### src/rtl/lcd_bus_monitor.sv
// lcd_bus_monitor: receive-side shadow of an HD44780 8-bit LCD bus.
// Ports: lcd_e/rs/rw/data are the raw bus; rd_addr/rd_char read the 2x16 shadow
// buffer; evt_* is one pulse per accepted strobe; ddram_addr and the
// display/entry/function flags mirror controller state; busy covers a clear;
// err_flags are sticky (short E, strobe while busy, read, bad address),
// cleared by err_clr.
module lcd_bus_monitor #(
  parameter int MIN_E_HIGH = 4,
  parameter int CLEAR_CYC  = 32
) (
  input  logic       clk,
  input  logic       resetn,
  input  logic       lcd_e,
  input  logic       lcd_rs,
  input  logic       lcd_rw,
  input  logic [7:0] lcd_data,
  input  logic [4:0] rd_addr,
  output logic [7:0] rd_char,
  output logic       evt_valid,
  output logic       evt_rs,
  output logic [7:0] evt_data,
  output logic [6:0] ddram_addr,
  output logic       disp_on,
  output logic       cursor_on,
  output logic       blink_on,
  output logic       entry_inc,
  output logic       func_8bit,
  output logic       func_2line,
  output logic       busy,
  output logic [3:0] err_flags,
  input  logic       err_clr
);
  localparam int HW = $clog2(MIN_E_HIGH + 1);
  localparam int CW = $clog2(CLEAR_CYC + 1);
  // {e, rs, rw, data} travel through the synchronizer together so they stay aligned
  logic [10:0] s1_q, s1_d, s2_q, s2_d;
  logic        ep_q, ep_d;
  logic [HW-1:0] high_q, high_d;
  logic        evt_valid_q, evt_valid_d, evt_rs_q, evt_rs_d;
  logic [7:0]  evt_data_q, evt_data_d;
  logic [7:0]  mem_q [32];
  logic [7:0]  mem_d [32];
  logic [6:0]  addr_q, addr_d;
  logic        disp_q, disp_d, cur_q, cur_d, blk_q, blk_d, inc_q, inc_d;
  logic        f8_q, f8_d, f2_q, f2_d, cg_q, cg_d, busy_q, busy_d;
  logic [CW-1:0] clr_q, clr_d;
  logic [3:0]  err_q, err_d;
  logic        fall, long_e, acc, rs_s, rw_s;
  logic [7:0]  dat_s;

  function automatic logic [6:0] step(input logic [6:0] a, input logic inc);
    return inc ? (a == 7'h27 ? 7'h40 : a == 7'h67 ? 7'h00 : a + 7'd1)
               : (a == 7'h40 ? 7'h27 : a == 7'h00 ? 7'h67 : a - 7'd1);
  endfunction

  function automatic logic addr_ok(input logic [6:0] a);
    return a <= 7'h27 || (a >= 7'h40 && a <= 7'h67);
  endfunction

  assign rs_s   = s2_q[9];
  assign rw_s   = s2_q[8];
  assign dat_s  = s2_q[7:0];
  assign fall   = ep_q && !s2_q[10];
  assign long_e = high_q >= HW'(MIN_E_HIGH);
  assign acc    = fall && long_e;

  always_comb begin
    s1_d = {lcd_e, lcd_rs, lcd_rw, lcd_data};
    s2_d = s1_q;
    ep_d = s2_q[10];
    high_d = !s2_q[10] ? '0 : high_q == HW'(MIN_E_HIGH) ? high_q : high_q + HW'(1);
    evt_valid_d = acc;
    evt_rs_d = acc ? rs_s : evt_rs_q;
    evt_data_d = acc ? dat_s : evt_data_q;
    mem_d = mem_q;
    addr_d = addr_q;
    disp_d = disp_q;
    cur_d = cur_q;
    blk_d = blk_q;
    inc_d = inc_q;
    f8_d = f8_q;
    f2_d = f2_q;
    cg_d = cg_q;
    busy_d = busy_q;
    clr_d = clr_q;
    // a flag raised in the same cycle as err_clr survives
    err_d = err_clr ? 4'h0 : err_q;
    if (fall && !long_e) err_d[0] = 1'b1;
    if (busy_q) begin
      if (clr_q < CW'(32)) mem_d[clr_q[4:0]] = 8'h20;
      clr_d = clr_q + CW'(1);
      if (clr_q == CW'(CLEAR_CYC - 1)) begin
        busy_d = 1'b0;
        addr_d = 7'h00;
        inc_d = 1'b1;
        cg_d = 1'b0;
      end
    end
    if (acc) begin
      if (rw_s) err_d[2] = 1'b1;
      else if (busy_q) err_d[1] = 1'b1;
      else if (rs_s) begin
        if (!cg_q) begin
          // only columns 0..15 of each line are visible and stored
          if (addr_q[5:4] == 2'b00) mem_d[{addr_q[6], addr_q[3:0]}] = dat_s;
          addr_d = step(addr_q, inc_q);
        end
      end else if (dat_s[7]) begin
        cg_d = 1'b0;
        addr_d = addr_ok(dat_s[6:0]) ? dat_s[6:0] : 7'h00;
        if (!addr_ok(dat_s[6:0])) err_d[3] = 1'b1;
      end else if (dat_s[6]) cg_d = 1'b1;
      else if (dat_s[5]) begin
        f8_d = dat_s[4];
        f2_d = dat_s[3];
      end else if (!dat_s[4]) begin
        if (dat_s[3]) begin
          disp_d = dat_s[2];
          cur_d = dat_s[1];
          blk_d = dat_s[0];
        end else if (dat_s[2]) inc_d = dat_s[1];
        else if (dat_s[1]) begin
          addr_d = 7'h00;
          cg_d = 1'b0;
        end else if (dat_s[0]) begin
          busy_d = 1'b1;
          clr_d = '0;
        end
      end
    end
  end

  always_ff @(posedge clk or negedge resetn) begin
    if (!resetn) begin
      s1_q <= '0;
      s2_q <= '0;
      ep_q <= 1'b0;
      high_q <= '0;
      evt_valid_q <= 1'b0;
      evt_rs_q <= 1'b0;
      evt_data_q <= 8'h00;
      for (int i = 0; i < 32; i++) mem_q[i] <= 8'h20;
      addr_q <= 7'h00;
      disp_q <= 1'b0;
      cur_q <= 1'b0;
      blk_q <= 1'b0;
      inc_q <= 1'b1;
      f8_q <= 1'b0;
      f2_q <= 1'b0;
      cg_q <= 1'b0;
      busy_q <= 1'b0;
      clr_q <= '0;
      err_q <= 4'h0;
    end else begin
      s1_q <= s1_d;
      s2_q <= s2_d;
      ep_q <= ep_d;
      high_q <= high_d;
      evt_valid_q <= evt_valid_d;
      evt_rs_q <= evt_rs_d;
      evt_data_q <= evt_data_d;
      mem_q <= mem_d;
      addr_q <= addr_d;
      disp_q <= disp_d;
      cur_q <= cur_d;
      blk_q <= blk_d;
      inc_q <= inc_d;
      f8_q <= f8_d;
      f2_q <= f2_d;
      cg_q <= cg_d;
      busy_q <= busy_d;
      clr_q <= clr_d;
      err_q <= err_d;
    end
  end

  assign rd_char = mem_q[rd_addr];
  assign evt_valid = evt_valid_q;
  assign evt_rs = evt_rs_q;
  assign evt_data = evt_data_q;
  assign ddram_addr = addr_q;
  assign disp_on = disp_q;
  assign cursor_on = cur_q;
  assign blink_on = blk_q;
  assign entry_inc = inc_q;
  assign func_8bit = f8_q;
  assign func_2line = f2_q;
  assign busy = busy_q;
  assign err_flags = err_q;
endmodule

### config.mk
export PLATFORM = sky130hd
export DESIGN_NAME = lcd_bus_monitor
export DESIGN_NICKNAME = d
export VERILOG_FILES = /design/src/rtl/lcd_bus_monitor.sv
export SDC_FILE = /design/constraint.sdc
export NUM_CORES = 1
export LEC_CHECK = 0
export CAP_MARGIN = 20
export CORE_ASPECT_RATIO = 1.1
export CORE_MARGIN = 10
export CORE_UTILIZATION = 50
export DETAILED_ROUTE_END_ITERATION = 6
export GPL_TIMING_DRIVEN = 1
export PLACE_DENSITY = 0.76
export SETUP_SLACK_MARGIN = 0.02
export SLEW_MARGIN = 20
export SYNTH_ARGS = -nofsm -noshare
export SYNTH_HDL_FRONTEND = slang
export SYNTH_SLANG_ARGS = --single-unit
### constraint.sdc
create_clock -name clk -period 2.7 [get_ports clk]
set_input_delay 0.54 -clock clk [delete_from_list [all_inputs] [get_ports clk]]
set_output_delay 0.54 -clock clk [all_outputs]
set_load 0.005 [all_outputs]
==> results.tsv, run 1 <==
stage	metric	value	unit
power	p_clk_frac	0.462	
place	pre_cts_ws	-0.596	ns
final_layout	fin_cells	1967	
routing	route.met3.wl	4930	um
power	switching_share	0.242	
sta	finClkSkew	0.0227	ns
grt	grt_antenna_before_repair	0	
critical_path	r2r_start	ddram_addr[0]	
power	power_leakage	7.41	nW
critical_path	worstReg2RegEnd	mem_q[195]	
grt	grt_pass1_wl	71500	um
clocking	cts-htree-levels	2	
routing	m1WireLength	18100	um
sta	drv_slew	0	
worst_hold_path	holdPathStages	0	
final_layout	final_util	0.600	
critical_path	crit_type	input pin to output pin	
clocking	clk_latency	0.53	ns
power	power_frac_comb	0.097	
run	max_cap_viol_count	0	
power	intPower	8.63	mW
routing	drc	0	
critical_path	worstPathRequired	2.16	ns
synth	synth_top_area_share	0.476	
sta	setup_slack	0.0301	ns
synth	postSynthCellCount	1494	
floorplanning	die_w	185	um
synth	synth_top_cell_by_area	dfrtp_1	
synth	synth_ff_type	dfrtp_1	
routing	drt_pass1_iterations	5	
power	p_switching	2.76	mW
power	seq_power_share	0.441	
routing	vias	12317	
synth	syn_avg_cell_area	10.0	um2
floorplanning	die_area	37200	um2
synth	synth_common_cells	nand2_1, dfrtp_1, o21ai_0, nand3_1, o21ai_1	
sta	rsz0062_at_grt	no	
routing	routed_via_density	6.26	
clocking	cts_sinks	317	
floorplanning	io_pins	55	
synth	synthesis.area	14900	um2
power	finalPower	11.4	mW
routing	drt_iter0_markers	1820	
final_layout	n_antenna_cell	0	
routing	wirelength	45500	um
critical_path	setup.worst_path.end_class	output pin	
final_layout	drive_above_1_share	0.190	
worst_hold_path	hold_path.class	flop to flop	
clocking	clk_path_buf_depth	3	
sta	tightest_slew	0.864	ns
final_layout	num-nets-final	1595	
routing	wire_per_inst	23.1	um
critical_path	startpoint_type	input pin	
place	io_buffers	54	
sta	finalCritPeriodShare	0.989	
sta	hold_viol_final	0	
routing	drtAntennaViolNets	0	
clocking	cts_tree	yes	
worst_hold_path	hold_path_end	s2_q[8]	
routing	wl_met2	20300	um
final_layout	nFillCells	2372	
grt	overflow	0	
sta	setup_viol	0	
critical_path	arrival	2.13	ns
sta	finalCriticalPeriod	2.67	ns
synth	synthesis.nets	1523	
sta	maxSlewHeadroom	0.424	
synth	yosys.cell_count.top_type	nand2_1	
final_layout	syn2layout_area_growth	18.8	%
power	powerDensity	642	nW/um2
place	hpwl	31600	um
clocking	clk_pin_slew_worst_paths	0.05	ns
critical_path	worst-r2r-setup-slack	0.31	ns
place	place_congestion	1.05	
power	vdd_drop_max	651	uV
grt	groute.usage.overall	0.246	
floorplanning	rows	66	
synth	ys_types	60	
place	dp.cells	1885	
floorplanning	die_h	201	um
synth	ys_ff_latch	317	
grt	grt_pass1_vias	12140	
routing	dr.max_layer_used	met4	
clocking	root_buffer	clkbuf_16	
grt	grt_max_degree	82	
synth	ys_seq_area_frac	0.534	
outcome	status	complete, no violations	
sta	max_freq	375	MHz
synth	synth_edf_count	0	
worst_hold_path	hp-start	s1_q[8]	
synth	synth.area.top_cells	dfrtp_1, mux4_2, nand2_1	
clocking	cts_buffers	36	
floorplanning	core_area	29600	um2
floorplanning	start_util	0.505	
critical_path	rr_worst_depth	5	
synth	async_flop_share	1.00	
synth	yosys_warnings	0	
critical_path	cp_max_fo	8	
through the flow:
step / hold WS [ns] / instance area (um2) / TNS [ns]
after global routing: 0.354 / 17700 / 0
after CTS: 0.348 / 17700 / -0.0259
after global placement: 0.332 / 16100 / -4.41
final: 0.346 / 17700 / 0
after floorplan: 0.244 / 14900 / 0
after detailed placement: 0.336 / 16100 / -4.26
state kept, by name, summed over array words and instances (netlist names), 3 cells and up:
signal,count
clr_q,6
err_flags,4
ddram_addr,7
high_q,3
mem_q,256
evt_data,8
s2_q,11
s1_q,11
critical path: stages:
cell and delay [ns]:
buf_12 0.14, buf_12 0.14, buf_4 0.12, mux4_2 0.52
o22ai_2 0.19, nor4_2 0.08, buf_4 0.13, dlygate4sd2_1 0.25
kinds of logic after synthesis:
group	Yosys count	synth area share
AO/OA/AOI/OAI	365	0.131
AND/OR/NAND/NOR	584	0.180
flip-flops	317	0.534
multiplexers	66	0.0978
adder cells (fa/ha/maj)	10	0.00837
buffers and inverters	142	0.0439
XOR/XNOR	10	0.00586
cells in the final DEF, fill, tap and decap left out, drive strengths merged, types with 8 or more instances in the layout:
master	synthesis	final
nor4	12	12
inv	32	34
dfrtp	284	284
or3	12	12
nand4	14	14
o22ai	32	32
a31oi	11	11
a21oi	30	30
mux4	64	64
nor3	15	15
dfstp	33	33
nor2	39	39
nand2	356	356
clkinv	1	8
buf	55	91
clkdlybuf4s50	0	40
ha	10	10
o21ai	270	270
clkbuf	54	52
nand3	102	102
area by class of cell:
| type | count | area (um2) | area share |
|---|---|---|---|
| Sequential cell | 317 | 7970 | 0.449 |
| Tap cell | 374 | 468 | 0.0264 |
| Clock inverter | 17 | 278 | 0.0157 |
| Inverter | 33 | 125 | 0.00705 |
| Clock buffer | 48 | 987 | 0.0556 |
| Timing Repair Buffer | 143 | 1370 | 0.0772 |
| Multi-Input combinational cell | 1035 | 6550 | 0.369 |
metal layers:
metal / GRT usage / vias to the layer above
li1: - / 5398
met1: 0.336 / 6019
met2: 0.363 / 743
met3: 0.0577 / 157
met4: 0.113 / 0
met5: 0 / -
power by group through the flow:
| stage | clock network (mW) | logic [mW] | registers [mW] |
|---|---|---|---|
| 6_report | 5.26 | 1.11 | 5.02 |
| 2_1_floorplan | 0 | 0.531 | 5.04 |
| 3_5_place_dp | 0 | 1.05 | 5.10 |
| 4_1_cts | 5.31 | 1.09 | 5.02 |
| 3_3_place_gp | 0 | 1.03 | 5.10 |
| 5_1_grt | 5.52 | 1.21 | 5.04 |
timing repair:
item                                   4_1_cts  5_1_grt
gates cloned                                 2        0
setup endpoints to repair                    8        5
resized for setup                           42       20
hold buffers                                 1        0
pin swaps                                   10        3
buffers inserted                            10        4
endpoints found under the hold margin       24        0
worst max path at each step:
stage	startpoint	end
after global routing	rd_addr[0]	rd_char[3]
after floorplan	rd_addr[0]	rd_char[6]
final	rd_addr[0]	rd_char[6]
after CTS	rd_addr[0]	rd_char[5]
after detailed placement	rd_addr[3]	rd_char[5]
after global placement	rd_addr[3]	rd_char[6]
Power figures use the tool's default switching activity.
==> inputs of run 2 (changes only) <==
TNS_END_PERCENT = 50   (was not set)
==> run 2 against run 1 <==
Compared with the run above:
- first-iteration DRC count fell by 4.0%
- critical path depth is the same
- fmax increased by 0.34%
- total power about the same
- via count is 0.91% higher
- global-route usage unchanged
- sequential share of layout area hardly changed
- die area unchanged
- wire length about the same
- critical endpoint unchanged
==> results.tsv, run 2 (same netlist as run 1, synthesis figures left out) <==
stage	metric	value	unit
sta	max_freq	376	MHz
grt	grt_antenna_before_repair	0	
outcome	status	complete, no violations	
sta	fin_hold_ws	0.346	ns
clocking	clk_latency	0.52	ns
clocking	cts_tree	yes	
final_layout	top_register	mem_q	
floorplanning	io_pins	55	
power	power_leakage	7.41	nW
clocking	root_buffer	clkbuf_16	
final_layout	multi_input_area	6540	um2
final_layout	nFillCells	2375	
routing	wirelength	45500	um
place	dp.cells	1885	
grt	overflow	0	
sta	finClkSkew	0.0205	ns
clocking	cts-htree-levels	2	
final_layout	top_regs	mem_q (256), s1_q (11), s2_q (11)	
floorplanning	start_util	0.505	
floorplanning	die_area	37200	um2
final_layout	fin_cells	1967	
critical_path	worstPathRequired	2.16	ns
clocking	cts_sinks	317	
place	io_buffers	54	
routing	routed_via_density	6.32	
grt	grt_pass1_wl	71500	um
final_layout	drive_above_1_share	0.190	
routing	drtAntennaViolNets	0	
place	hpwl	31600	um
floorplanning	die_h	201	um
routing	drc	0	
sta	hold_viol_final	0	
grt	groute.usage.overall	0.246	
sta	rsz0062_at_grt	yes	
critical_path	startpoint_type	input pin	
final_layout	syn2layout_area_growth	18.7	%
critical_path	crit_type	input pin to output pin	
routing	vias	12429	
critical_path	cp_max_fo	8	
place	place_congestion	1.05	
power	powerDensity	642	nW/um2
critical_path	arrival	2.12	ns
routing	drt_pass1_iterations	6	
floorplanning	die_w	185	um
run	max_cap_viol_count	0	
final_layout	final_common_cell	nand2_1	
sta	finalCritPeriodShare	0.985	
sta	setup_viol	0	
sta	tightest_slew	0.824	ns
worst_hold_path	hold_path.class	flop to flop	
clocking	clk_pin_slew_worst_paths	0.05	ns
floorplanning	rows	66	
sta	drv_slew	0	
floorplanning	core_area	29600	um2
routing	wire_per_inst	23.2	um
power	vdd_drop_max	651	uV
final_layout	final_cell_mix	nand2_1, dfrtp_1, o21ai_0	
clocking	clk_path_buf_depth	3	
sta	maxSlewHeadroom	0.451	
final_layout	num-nets-final	1595	
critical_path	setup.worst_path.end_class	output pin	
routing	drt_iter0_markers	1748	
sta	finalCriticalPeriod	2.66	ns
grt	grt_pass1_vias	12140	
power	finalPower	11.4	mW
final_layout	ff_latch_area	7970	um2
clocking	cts_buffers	36	
grt	grt_max_degree	82	
final_layout	n_antenna_cell	0	
final_layout	largest_register_ffs	256	
run 2: cell counts in the layout (fill, tap and decap cells not counted):
No cell type changed its count.
run 2: path summary, 6_finish.rpt:
path	from	cells after the start	to	slack, ns
setup / recovery	rd_addr[0]	8	rd_char[6]	0.04
hold / removal	s1_q[8]	0	s2_q[8]	0.35
hold reg to reg	s1_q[8]	0	s2_q[8]	0.35
max in group asynchronous	resetn	3	mem_q[213]	1.49
min in group asynchronous	resetn	2	mem_q[150]	0.48
setup reg to reg	ddram_addr[0]	5	mem_q[195]	0.32
run 2: what timing repair did:
item,in CTS,in global routing
endpoints found under the setup margin,8,5
cloned,2,0
gates resized for setup,42,19
buffers inserted,10,4
hold buffers,1,0
pin swaps,10,3
hold endpoints to repair,24,0
run 2: layout make-up:
cell class	instances	area share
Multi-Input combinational cell	1035	0.369
Timing Repair Buffer	143	0.0772
Sequential cell	317	0.449
Clock inverter	17	0.0157
Inverter	33	0.00705
Clock buffer	48	0.0556
Tap cell	374	0.0264
run 2: critical path, cell delays in order:
cell,delay (ns)
buf_12,0.14
buf_12,0.14
buf_4,0.12
mux4_2,0.52
o22ai_2,0.19
nor4_2,0.08
buf_4,0.13
dlygate4sd2_1,0.25
run 2: stage by stage:
step	instance area (um2)	setup TNS [ns]	utilization	worst slack, ns
floorplan	14900	0	-	0.352
detailed placement	16100	-4.26	0.544	-0.596
global route	17700	0	0.600	0.0165
CTS	17700	-0.0259	0.597	-0.0259
finish	17700	0	0.600	0.0393
global placement	16100	-4.41	0.544	-0.622
run 2: per-layer routing:
metal,vias up,part of all wire,GRT usage
met4,0,0.049,0.113
met2,784,0.44,0.363
li1,5406,-,-
met5,-,0,0
met3,159,0.11,0.0577
met1,6080,0.40,0.336
run 2: power by group:
| part | total (mW) | switching, mW | internal [mW] |
|---|---|---|---|
| combinational | 1.11 | 0.606 | 0.502 |
| sequential | 5.03 | 0.158 | 4.87 |
| clock | 5.25 | 1.99 | 3.26 |
| total | 11.4 | 2.76 | 8.63 |
